==> src/rtl/bcd_scan_display_pkg.sv <==
// bcd_scan_display_pkg: shared digit count, segment codes and output polarities
package bcd_scan_display_pkg;
  localparam int DIGITS = 4;
  localparam logic SEG_ON = 1'b0;
  localparam logic AN_ON = 1'b0;
  localparam logic [6:0] SEG_0 = 7'b1000000;
  localparam logic [6:0] SEG_1 = 7'b1111001;
  localparam logic [6:0] SEG_2 = 7'b0100100;
  localparam logic [6:0] SEG_3 = 7'b0110000;
  localparam logic [6:0] SEG_4 = 7'b0011001;
  localparam logic [6:0] SEG_5 = 7'b0010010;
  localparam logic [6:0] SEG_6 = 7'b0000010;
  localparam logic [6:0] SEG_7 = 7'b1111000;
  localparam logic [6:0] SEG_8 = 7'b0000000;
  localparam logic [6:0] SEG_9 = 7'b0010000;
  localparam logic [6:0] SEG_BLANK = {7{~SEG_ON}};
  localparam logic [DIGITS-1:0] AN_OFF = {DIGITS{~AN_ON}};
endpackage

==> src/rtl/bcd_scan_display_if.sv <==
// bcd_scan_display_if: count controls in, count value and display drive out
interface bcd_scan_display_if;
  import bcd_scan_display_pkg::*;
  logic Tick, En, Clr, Wrap;
  logic [4*DIGITS-1:0] Digits;
  logic [6:0] Seg;
  logic [DIGITS-1:0] An;
  modport master(output Tick, En, Clr, input Digits, Wrap, Seg, An);
  modport slave(input Tick, En, Clr, output Digits, Wrap, Seg, An);
endinterface

==> src/rtl/seg7_decode.sv <==
// seg7_decode: BCD nibble to active-low gfedcba segment pattern
module seg7_decode import bcd_scan_display_pkg::*; (
  input  logic [3:0] bcd,
  output logic [6:0] seg
);
  // non-BCD codes cannot occur in the counter, so they just go dark
  always_comb begin
    case (bcd)
      4'd0: seg = SEG_0;
      4'd1: seg = SEG_1;
      4'd2: seg = SEG_2;
      4'd3: seg = SEG_3;
      4'd4: seg = SEG_4;
      4'd5: seg = SEG_5;
      4'd6: seg = SEG_6;
      4'd7: seg = SEG_7;
      4'd8: seg = SEG_8;
      4'd9: seg = SEG_9;
      default: seg = SEG_BLANK;
    endcase
  end
endmodule

==> src/rtl/bcd_scan_display.sv <==
// bcd_scan_display: 4-digit BCD event counter with multiplexed 7-segment scan
module bcd_scan_display import bcd_scan_display_pkg::*; #(
  parameter int SCAN_BITS = 16
) (
  input logic Clk,
  input logic Rst,
  bcd_scan_display_if.slave bus
);
  logic [4*DIGITS-1:0] digits, inc;
  logic carry, wrap;
  logic [SCAN_BITS-1:0] scan;
  logic [1:0] sel;
  logic [3:0] nib;
  logic [6:0] dec, seg;
  logic [DIGITS-1:0] an;
  assign sel = scan[SCAN_BITS-1 -: 2];
  assign nib = digits[4*sel +: 4];
  seg7_decode u_dec (.bcd(nib), .seg(dec));
  // decimal increment with the carry rippling through every nibble in one cycle
  always_comb begin
    inc = digits;
    carry = 1'b1;
    for (int i = 0; i < DIGITS; i++) begin
      inc[4*i +: 4] = carry ? (digits[4*i +: 4] == 4'd9 ? 4'd0 : digits[4*i +: 4] + 4'd1) : digits[4*i +: 4];
      carry = carry && digits[4*i +: 4] == 4'd9;
    end
  end
  // count register: clear beats tick, carry out of the top digit is the wrap pulse
  always_ff @(posedge Clk) begin
    if (Rst || bus.Clr) begin
      digits <= '0;
      wrap <= 1'b0;
    end else begin
      digits <= bus.Tick && bus.En ? inc : digits;
      wrap <= bus.Tick && bus.En && carry;
    end
  end
  // free-running scan counter and registered display drive, dark while in reset
  always_ff @(posedge Clk) begin
    scan <= Rst ? '0 : scan + 1'b1;
    seg <= Rst ? SEG_BLANK : dec;
    an <= Rst ? AN_OFF : AN_OFF ^ (DIGITS'(1) << sel);
  end
  assign bus.Digits = digits;
  assign bus.Wrap = wrap;
  assign bus.Seg = seg;
  assign bus.An = an;
endmodule

==> src/flat_wrapper.sv <==
// flat-port wrapper written by rule: the top's interface ports become plain ports
module bcd_scan_display_flat import bcd_scan_display_pkg::*;
#(
  parameter int SCAN_BITS = 16
)
  (Clk, Rst, bus_Tick, bus_En, bus_Clr, bus_Digits, bus_Wrap, bus_Seg, bus_An);
  bcd_scan_display_if bus_i ();
  input logic Clk;
  input logic Rst;
  input wire logic [$bits(bus_i.Tick)-1:0] bus_Tick;
  input wire logic [$bits(bus_i.En)-1:0] bus_En;
  input wire logic [$bits(bus_i.Clr)-1:0] bus_Clr;
  output wire logic [$bits(bus_i.Digits)-1:0] bus_Digits;
  output wire logic [$bits(bus_i.Wrap)-1:0] bus_Wrap;
  output wire logic [$bits(bus_i.Seg)-1:0] bus_Seg;
  output wire logic [$bits(bus_i.An)-1:0] bus_An;
  assign bus_i.Tick = bus_Tick;
  assign bus_i.En = bus_En;
  assign bus_i.Clr = bus_Clr;
  assign bus_Digits = bus_i.Digits;
  assign bus_Wrap = bus_i.Wrap;
  assign bus_Seg = bus_i.Seg;
  assign bus_An = bus_i.An;
  bcd_scan_display #(.SCAN_BITS(SCAN_BITS)) u_core (.Clk(Clk), .Rst(Rst), .bus(bus_i));
endmodule
==> config.mk <==
export PLATFORM = sky130hd
export DESIGN_NAME = bcd_scan_display_flat
export DESIGN_NICKNAME = d
export VERILOG_FILES = /design/src/rtl/bcd_scan_display_pkg.sv /design/src/rtl/bcd_scan_display_if.sv /design/src/rtl/seg7_decode.sv /design/src/rtl/bcd_scan_display.sv /design/src/flat_wrapper.sv
export SDC_FILE = /design/constraint.sdc
export NUM_CORES = 1
export LEC_CHECK = 0
export ABC_AREA = 1
export CAP_MARGIN = 40
export CORE_MARGIN = 2
export CORE_UTILIZATION = 47
export CTS_BUF_LIST = sky130_fd_sc_hd__clkbuf_4 sky130_fd_sc_hd__clkbuf_8
export DETAILED_ROUTE_END_ITERATION = 10
export HOLD_SLACK_MARGIN = 0.03
export PLACE_DENSITY = 0.73
export SYNTH_ARGS = -nofsm -noshare
export SYNTH_HDL_FRONTEND = slang
export SYNTH_SLANG_ARGS = --single-unit
==> constraint.sdc <==
create_clock -name Clk -period 1.5 [get_ports Clk]
set_input_delay 0.225 -clock Clk [delete_from_list [all_inputs] [get_ports Clk]]
set_output_delay 0.225 -clock Clk [all_outputs]
set_load 0.01 [all_outputs]
==> results.json <==
{
  "status": "completed",
  "required_ns": 1.67,
  "skew_ns": 0.00465,
  "tightest_slew_ns": 0.317,
  "core_um2": 4720,
  "num_io_pins": 33,
  "antenna_found_initial": 0,
  "cts_buffers": 5,
  "syn_area_per_cell_um2": 6.94,
  "gp_congestion": 0.941,
  "p_int_mw": 1.58,
  "yosysUniqueCellTypes": 31,
  "fill_cells": 396,
  "grt.total_usage_pct": 20.8,
  "grt_pass1_wl_um": 8800,
  "vias_per_cell": 4.88,
  "firstDrtPassIters": 5,
  "cts_tree": "yes",
  "cts_hold_buffers": 0,
  "cts_root_buffer": "clkbuf_8",
  "vias": 2251,
  "placementRows": 25,
  "min_period_over_period_pct": 99.7,
  "critical_path_arrival_ns": 1.67,
  "power_mw": 2.04,
  "drt_iter0_drc": 121,
  "synth_top_area_share_pct": 38.1,
  "clk_latency_ns": 0.29,
  "p_per_area_nw_per_um2": 659,
  "clkPwrFrac_pct": 35.1,
  "clk_transition_reported_paths_ns": 0.08,
  "cts_buffer_depth": 2,
  "fp.dieArea_um2": 5490,
  "routed_wl_um": 5530,
  "pre_cts_ws_ns": -0.0642,
  "fmax_mhz": 669,
  "min_period_ns": 1.50,
  "synth_area_leaders": "dfxtp_1 38%, nand2_1 15%, nor2_1 6.8%, nand3_1 6.1%, inv_1 6.0%",
  "peakVddDrop_uv": 416,
  "setup.worst_path.start_class": "register",
  "postLayoutCoreUtil_pct": 65.5,
  "synth-seq-cells": 44,
  "worst_hold_path_type": "reg2reg",
  "io_buffers": 32,
  "cts.sinks": 44,
  "yosys.area.top_type": "dfxtp_1",
  "cp-end-kind": "register",
  "grt_max_degree": 14,
  "post_dp_cell_area_um2": 2870,
  "finalWorstSetupSlack_ns": 0.00497,
  "maxSlewViolCount": 0,
  "area_delta_synth_final_pct": 33.9,
  "final_area_um2": 3090,
  "netSwitchingPower_mw": 0.453,
  "routedWlPerCell_um": 12.0,
  "final_nets": 405,
  "crit_fanout": 7,
  "die_y_um": 74.1,
  "p_sw_share_pct": 22.2,
  "grt_overflow": 0,
  "antenna_left": 0,
  "synth_area_um2": 2310,
  "pwr-share-comb_pct": 6.3,
  "initial_core_util_pct": 48.9,
  "fin_tns_setup_ns": 0,
  "p_leak_nw": 1.38,
  "grt_pass1_vias": 1991,
  "slew_headroom_pct": 78.8,
  "layout-drive-gt1-share_pct": 26.6,
  "syn_inst": 333,
  "die_w_um": 74.1,
  "dpl.hpwl_um": 3850,
  "drc": 0,
  "worstSetupPathType": "reg2reg",
  "cap_violations": 0,
  "p_seq_share_pct": 58.5,
  "yosysWarningCount": 0,
  "antennaDiodeCount": 0,
  "htreeDepth": 2,
  "setup_viol": 0,
  "hold_viol": 0,
  "synth-seq-area-share_pct": 38.1,
  "synth_nets": 344,
  "rsz0062_at_grt": "yes"
}
## critical path: stages, from the launching register on
cell	delay, ns
dfxtp_4	0.37
buf_12	0.14
nand2_1	0.09
o21ai_2	0.07
nand2_1	0.08
nand2_2	0.06
buf_4	0.15
ha_2	0.18
inv_2	0.04
nand2_2	0.06
nand3_2	0.07
nand3_1	0.06
## Yosys cell counts
cell type / n
nor4_1: 1
a21oi_2: 1
buf_2: 2
clkbuf_1: 1
o21ai_0: 11
nor3b_2: 1
xor2_1: 4
a211oi_1: 1
nor2_4: 7
o21ai_1: 1
inv_2: 6
buf_6: 1
o21ai_2: 1
buf_4: 1
nand4_1: 6
nand2_1: 91
buf_1: 1
nor3_1: 4
buf_12: 1
nor2_2: 3
o21a_1: 1
nand3_1: 28
nand3_2: 3
o21ai_4: 1
ha_1: 6
nor2_1: 42
dfxtp_1: 44
inv_1: 37
nor3_2: 1
nand2_2: 11
a21oi_1: 14
## registers in the layout, summed over array words and instances, names as in the netlist
register and cells:
u_core.bus.Digits 16, u_core.scan 16, u_core.bus.Seg 7, u_core.bus.Wrap 1
u_core.bus.An 4
## path summary, 6_finish.rpt
path                                                     end  depth (start not counted)                  startpoint  slack [ns]
worst max-delay path            u_core.bus.Seg[5]$_SDFF_PP1_                         11  u_core.scan[14]$_SDFF_PP0_       0.005
worst min-delay path               u_core.scan[0]$_SDFF_PP0_                          1   u_core.scan[0]$_SDFF_PP0_        0.45
worst max register to register  u_core.bus.Seg[5]$_SDFF_PP1_                         11  u_core.scan[14]$_SDFF_PP0_       0.005
worst min register to register     u_core.scan[0]$_SDFF_PP0_                          1   u_core.scan[0]$_SDFF_PP0_        0.45
## layout make-up
class	count	area (um2)	area share [%]
clock buffers	6	76.3	2.47
clock inverters	1	5.00	0.162
inverters	43	164	5.30
multi-input cells	239	1290	41.7
flip-flops and latches	44	901	29.1
well taps	67	83.8	2.71
repair buffers	61	573	18.5
## through the flow
stage,cells,hold slack (ns)
after global placement,451,0.433
after detailed placement,451,0.441
after floorplan,333,0.383
final,461,0.455
after CTS,460,0.456
after global routing,461,0.496
## layout by cell type (no fill, tap or decap), types with 2 or more instances in the layout
cell type / n
nand2_2: 18
dlymetal6s2s_1: 4
o21ai_4: 2
dlygate4sd2_1: 4
nand4_1: 6
xor2_1: 4
a21oi_1: 14
buf_4: 27
inv_2: 10
nand2_1: 82
nand3_1: 26
o21ai_0: 10
clkbuf_8: 5
ha_1: 4
dfxtp_1: 30
nor2_4: 8
nor2_2: 2
nor3_1: 4
nor2_1: 42
clkdlybuf4s50_1: 24
o21ai_2: 2
nand2_4: 2
dfxtp_2: 13
nand3_2: 5
inv_1: 32
## metal layers
layer | global-route usage (%) | share of wire, %
met5 | 0 | 0
met4 | 7.47 | 1.3
met3 | 4.61 | 4.0
met1 | 25.1 | 45
met2 | 36.5 | 50
## what timing repair did
item	4_1_cts	5_1_grt
resized for setup	16	33
cloned	0	1
buffers inserted	2	0
pin swaps	1	6
setup endpoints to repair	18	12
## logic make-up (layout without fill, tap and decap cells)
logic type	count (synthesis)	count (layout)	synth area share (%)
AOI/OAI and AO/OA	31	31	7.75
adders and majority gates	6	6	3.25
xor gates and xnor gates	4	4	1.52
buffers and inverters	50	111	9.43
DFF	44	44	38.1
and+or+nand+nor	198	198	39.9
## power groups by stage
| stage | clock network, mW | registers, mW | logic, mW |
|---|---|---|---|
| floorplan | 0 | 1.23 | 0.0528 |
| global placement | 0 | 1.22 | 0.122 |
| detailed placement | 0 | 1.22 | 0.124 |
| CTS | 0.740 | 1.19 | 0.126 |
| global route | 0.780 | 1.20 | 0.143 |
| finish | 0.716 | 1.19 | 0.129 |
Note: power is estimated with default switching activity, not from simulation.
